## src/rtl/cnn_acc_pkg.sv

```systemverilog
// Shared definitions for the channel accumulator: FSM states, the accumulator
// width rule, and the signed saturate/wrap narrowing helper.
package cnn_acc_pkg;

    // Generic working width used by the narrowing helper; covers any practical ACC_WIDTH.
    localparam int NARROW_W = 128;

    typedef enum logic {
        IDLE  = 1'b0,
        ACCUM = 1'b1
    } acc_state_e;

    // Full-precision accumulator width: the sum of max_ch values of w bits plus a bias never overflows.
    function automatic int acc_width(input int w, input int max_ch);
        return w + $clog2(max_ch) + 1;
    endfunction

    // Clamp v to the signed out_w range when sat_en is set; otherwise pass v through so
    // the caller's truncation to out_w bits yields the wrapped value.
    function automatic void sat_narrow(
        input  logic signed [NARROW_W-1:0] v,
        input  int                         out_w,
        input  bit                         sat_en,
        output logic signed [NARROW_W-1:0] res,
        output logic                       sat
    );
        logic signed [NARROW_W-1:0] one;
        logic signed [NARROW_W-1:0] hi;
        logic signed [NARROW_W-1:0] lo;
        one    = '0;
        one[0] = 1'b1;
        hi     = (one <<< (out_w - 1)) - one;
        lo     = -hi - one;
        res    = v;
        sat    = 1'b0;
        if (sat_en) begin
            if (v > hi) begin
                res = hi;
                sat = 1'b1;
            end else if (v < lo) begin
                res = lo;
                sat = 1'b1;
            end
        end
    endfunction

endpackage

```

## src/rtl/acc_narrow.sv

```systemverilog
// Combinational narrowing of the full-precision group sum to the output width,
// either clamping (with a flag) or wrapping depending on SATURATE.
module acc_narrow
    import cnn_acc_pkg::*;
#(
    parameter int IN_W      = 41,
    parameter int OUT_WIDTH = 32,
    parameter int SATURATE  = 1
) (
    input  logic signed [IN_W-1:0]      i_value,
    output logic signed [OUT_WIDTH-1:0] o_data,
    output logic                        o_sat
);

    logic signed [NARROW_W-1:0] w_wide;
    logic signed [NARROW_W-1:0] w_res;
    logic                       w_sat;
    logic                       w_unused_hi;

    assign w_wide = NARROW_W'(i_value);

    // Clamp or pass through in the wide domain; the low bits are taken below.
    always_comb begin
        w_res = '0;
        w_sat = 1'b0;
        sat_narrow(w_wide, OUT_WIDTH, (SATURATE != 0), w_res, w_sat);
    end

    assign o_data      = w_res[OUT_WIDTH-1:0];
    assign o_sat       = w_sat;
    assign w_unused_hi = ^w_res[NARROW_W-1:OUT_WIDTH];

endmodule

```

## src/rtl/channel_accumulator.sv

```systemverilog
// Streaming per-pixel channel reducer: sums N signed partial products plus a bias
// per group and emits one narrowed result per group over a valid/ready output.
module channel_accumulator
    import cnn_acc_pkg::*;
#(
    parameter int MAX_CHANNELS = 256,
    parameter int WIDTH        = 32,
    parameter int OUT_WIDTH    = 32,
    parameter int SATURATE     = 1
) (
    input  logic                                    clk,
    input  logic                                    rst_n,
    input  logic [$clog2(MAX_CHANNELS+1)-1:0]       cfg_channels,
    input  logic signed [WIDTH-1:0]                 bias,
    input  logic                                    clear,
    input  logic                                    in_valid,
    output logic                                    in_ready,
    input  logic signed [WIDTH-1:0]                 in_data,
    output logic                                    out_valid,
    input  logic                                    out_ready,
    output logic signed [OUT_WIDTH-1:0]             out_data,
    output logic                                    out_sat
);

    localparam int             CW    = $clog2(MAX_CHANNELS + 1);
    localparam int             ACC_W = acc_width(WIDTH, MAX_CHANNELS);
    localparam logic [CW-1:0]  MAX_N = CW'(MAX_CHANNELS);
    localparam logic [CW-1:0]  ONE_N = CW'(1);

    acc_state_e                  r_state;
    acc_state_e                  w_state_nxt;
    logic [CW-1:0]               r_n;
    logic [CW-1:0]               r_cnt;
    logic [CW-1:0]               w_eff_n;
    logic [CW-1:0]               w_n_m1;
    logic signed [ACC_W-1:0]     r_acc;
    logic signed [ACC_W-1:0]     w_base;
    logic signed [ACC_W-1:0]     w_sum;
    logic                        w_ready;
    logic                        w_accept;
    logic                        w_last;
    logic                        r_out_valid;
    logic                        r_out_sat;
    logic signed [OUT_WIDTH-1:0] r_out_data;
    logic signed [OUT_WIDTH-1:0] w_nar_data;
    logic                        w_nar_sat;

    // A beat is only taken when the output slot is free or draining this cycle,
    // so a last beat can always load its result without stalling.
    assign w_ready  = rst_n && !clear && (!r_out_valid || out_ready);
    assign in_ready = w_ready;
    assign w_accept = in_valid && w_ready;

    // Map the configured group size onto the supported range 1..MAX_CHANNELS.
    always_comb begin
        w_eff_n = cfg_channels;
        if (cfg_channels == '0) begin
            w_eff_n = ONE_N;
        end else if (cfg_channels > MAX_N) begin
            w_eff_n = MAX_N;
        end
    end

    assign w_n_m1 = r_n - ONE_N;

    // Identify the accepted beat that closes the current group.
    always_comb begin
        w_last = 1'b0;
        if (w_accept) begin
            if (r_state == IDLE) begin
                w_last = (w_eff_n == ONE_N);
            end else begin
                w_last = (r_cnt == w_n_m1);
            end
        end
    end

    // The first beat of a group starts from the bias instead of the running sum.
    assign w_base = (r_state == IDLE) ? ACC_W'(bias) : r_acc;
    assign w_sum  = w_base + ACC_W'(in_data);

    acc_narrow #(
        .IN_W      (ACC_W),
        .OUT_WIDTH (OUT_WIDTH),
        .SATURATE  (SATURATE)
    ) u_narrow (
        .i_value (w_sum),
        .o_data  (w_nar_data),
        .o_sat   (w_nar_sat)
    );

    // FSM state register.
    always_ff @(posedge clk or negedge rst_n) begin
        if (!rst_n) begin
            r_state <= IDLE;
        end else begin
            r_state <= w_state_nxt;
        end
    end

    // FSM next state: clear aborts, the last beat returns to IDLE, any other beat accumulates.
    always_comb begin
        w_state_nxt = r_state;
        if (clear) begin
            w_state_nxt = IDLE;
        end else if (w_accept) begin
            w_state_nxt = w_last ? IDLE : ACCUM;
        end
    end

    // Running sum, beat counter and the group size latched on the first beat.
    always_ff @(posedge clk or negedge rst_n) begin
        if (!rst_n) begin
            r_acc <= '0;
            r_cnt <= '0;
            r_n   <= ONE_N;
        end else if (clear) begin
            r_acc <= '0;
            r_cnt <= '0;
        end else if (w_accept) begin
            if (r_state == IDLE) begin
                r_n <= w_eff_n;
            end
            if (w_last) begin
                r_acc <= '0;
                r_cnt <= '0;
            end else begin
                r_acc <= w_sum;
                r_cnt <= (r_state == IDLE) ? ONE_N : r_cnt + ONE_N;
            end
        end
    end

    // Output slot: load on the last beat (even while draining), otherwise empty on out_ready.
    always_ff @(posedge clk or negedge rst_n) begin
        if (!rst_n) begin
            r_out_valid <= 1'b0;
            r_out_data  <= '0;
            r_out_sat   <= 1'b0;
        end else if (w_last) begin
            r_out_valid <= 1'b1;
            r_out_data  <= w_nar_data;
            r_out_sat   <= w_nar_sat;
        end else if (out_ready) begin
            r_out_valid <= 1'b0;
        end
    end

    assign out_valid = r_out_valid;
    assign out_data  = r_out_data;
    assign out_sat   = r_out_sat;

endmodule

```

## config.mk

```make
export PLATFORM = sky130hd
export DESIGN_NAME = channel_accumulator
export DESIGN_NICKNAME = d
export VERILOG_FILES = /design/src/rtl/cnn_acc_pkg.sv /design/src/rtl/acc_narrow.sv /design/src/rtl/channel_accumulator.sv
export SDC_FILE = /design/constraint.sdc
export NUM_CORES = 1
export LEC_CHECK = 0
export CORE_UTILIZATION = 55
export DETAILED_ROUTE_END_ITERATION = 10
export GPL_ROUTABILITY_DRIVEN = 0
export HOLD_SLACK_MARGIN = 0.06
export PLACE_DENSITY = 0.82
export SKIP_CTS_REPAIR_TIMING = 1
export SYNTH_ARGS = -nofsm -noshare
export SYNTH_HDL_FRONTEND = slang
export SYNTH_SLANG_ARGS = --single-unit
```

## constraint.sdc

```tcl
create_clock -name clk -period 5.74 [get_ports clk]
set_clock_uncertainty 0.15 [all_clocks]
set_input_delay 1.148 -clock clk [delete_from_list [all_inputs] [get_ports clk]]
set_output_delay 1.148 -clock clk [all_outputs]
set_load 0.02 [all_outputs]
```

==> metrics.cfg <==
[cts]
cts.sinks=94
root_buffer=clkbuf_16
clockBufferDepth=2
h-tree-depth=3
numCtsBuffers=9
cts_tree=done
insertion_delay_ns=0.36
path_clk_slew_ns=0.06

[layout]
utilization_pct=69.7
final-seq-area_mm2=0.00235
final_cell_mix=clkdlybuf4s50_1, nand2_1, dfrtp_1, a21oi_1, nor2_1
filler_cell_count=1014
fin_cells=1099
final_common_cell=clkdlybuf4s50_1
nNetsFinal=1043
diodes=0
drive_gt1_share_pct=10.6
syn_to_final_growth_pct=23.5
multi_input_comb_area_mm2=0.00452

[floorplan]
die_h_um=116
coreArea_mm2=0.0126
fp.dieW_um=116
ios=113
die_area_mm2=0.0134
rows=41
initial_core_util_pct=56.4

[timing]
worst_slew_pin_slew_ns=1.13
rsz0062_at_grt=false
hold_viol=0
period_needed_ns=5.28
max_slew_margin_pct=24.8
layout_setup_ws_ns=0.464
max_freq_mhz=190
setup_viol=0
finalCritPeriodShare_pct=91.9
fin_setup_tns_ns=0
final_max_slew_viol_count=0

[detailed_routing]
drc_errors=0
wl_per_cell_um=18.9
via_per_inst=6.37
dr.pass1.iters=6
ant_nets=0
drtIter0Drc=589
drt-total-wl_um=20800
via_count=7002

[grt]
grt.overflow.total=0
grt_max_degree=50
grtUsageTotal_pct=32.2
grt_pass1_wl_um=33400
antenna_found_initial=0
grt_pass1_vias=6767

[worst_setup_path]
slowest_stage=or4b_1
critPathBufInv=2
slowest_delay_ns=0.54
start_kind=input pin
cp_cell_sequence=clkdlybuf4s50_1 -> mux2_2 -> ha_1 -> inv_1 -> fa_1 -> and2b_1 -> o2111ai_1 -> a211oi_1 -> o21a_1 -> o21ba_2 -> o311ai_0 -> a211o_1 -> or4b_1 -> and2_4 -> o221a_1
crit_required_ns=5.82
cp_top_family=compound AO/OA/AOI/OAI gates
arrival_ns=5.36
crit_type=in -> reg
critPathMaxFanout=14
critPathCaptureType=register

[synth]
async_flop_share_pct=100
syn-num-nets=944
synth_warnings=0
ys_seq_area_share_pct=33.0
synthCells=823
synth_area_leaders=dfrtp_1, ha_1, nand2_1
avgSynthCellArea_um2=8.66
netlist_area_mm2=0.00712
dominantRegCellSynth=dfrtp_1
synth.top_cell.area_share_pct=32.7
synth-edff-count=0
ys_ff_latch=94
synthDistinctLibCells=77
synth_top_area_cell=dfrtp_1

[power_and_ir_drop]
power.leakage_nw=3.83
total_power_mw=2.43
ir_worst_vdd_mv=0.133
powerDensity_mw_per_mm2=277

[run_status]
outcome=complete, no violations

[placement]
place_inst=1083
hpwl_um=15400
io_buffers=112
pre_cts_ws_ns=0.132

[worst_hold_path]
min_path_type=reg -> reg

[job]
drv_cap=0

sequential cells by signal, indices dropped and copies added (netlist names):
register   count
out_data      32
out_sat        1
out_valid      1
r_acc         41
r_state        1
r_cnt          9
r_n            9
Yosys cell counts, types with 4 or more instances:
cell type	instances
xnor2_1	24
o21a_1	8
o21ai_0	56
or3_1	5
nand3b_1	10
a31oi_1	8
nor2_1	63
dfrtp_1	93
o211ai_1	6
mux2_2	31
o31ai_1	9
a22o_1	32
o21bai_1	7
inv_1	16
nor3_1	19
a211oi_1	4
nand2_1	104
a21o_1	10
or2_2	9
ha_1	42
nand4_1	18
clkbuf_1	29
nor4_1	6
and2_1	5
and3_1	11
o2111ai_1	4
o221a_1	11
nand2b_1	6
a211o_1	4
xor2_1	20
nand3_1	14
buf_2	13
a21oi_1	64
worst register-to-register path: cells and delay by family (launching register included):
kind | cells | cell delay, ns
mux | 1 | 0.32
buf+inv | 1 | 0.07
simple gates | 3 | 1.02
compound gates | 7 | 1.95
flops | 1 | 0.96
fa+ha+maj | 2 | 0.59
area by class of cell:
class                      count  area share [%]
tap                          172            2.45
inverter                      16           0.683
sequential                    94            26.8
timing repair buffer         135            14.8
clock buffer                  10            2.60
multi-input combinational    666            51.4
clock inverter                 6            1.32
stage by stage:
| step | area (um^2) | hold WS (ns) |
|---|---|---|
| 5_1_grt | 8800 | 0.358 |
| 2_1_floorplan | 7120 | 0.294 |
| 4_1_cts | 8800 | 0.334 |
| 6_report | 8800 | 0.325 |
| 3_3_place_gp | 8450 | 0.312 |
| 3_5_place_dp | 8450 | 0.318 |
final timing paths:
path                            cells past startpoint       from      endpoint  slack [ns]
worst max-delay path                               15    bias[0]  out_data[21]        0.46
worst min-delay path                                2  r_acc[36]     r_acc[36]        0.33
worst max register to register                     14    r_state  out_data[21]        0.57
worst min register to register                      2  r_acc[36]     r_acc[36]        0.33
max in group asynchronous                           3      rst_n     r_acc[26]        3.56
min in group asynchronous                           2      rst_n      r_cnt[1]        0.78
logic make-up after synthesis:
group           Yosys count  share of synthesized area (%)
xor+xnor                 44                           5.41
flops                    94                           33.0
buf+inv                  63                           3.71
mux                      33                           5.20
compound gates          261                           25.6
simple gates            285                           19.4
fa+ha+maj                43                           7.66
metal layers:
layer,up-vias,GRT usage (%),part of all wire [%]
met3,62,5.23,7.0
met5,-,0,0
met4,0,16.2,3.4
li1,3251,-,-
met2,351,51.5,46
met1,3338,42.4,43
power by group:
part / total [mW] / switching [mW] / internal [mW]
logic: 0.921 / 0.519 / 0.402
registers: 0.804 / 0.0667 / 0.738
clock network: 0.708 / 0.278 / 0.430
Power figures use the tool's default switching activity.
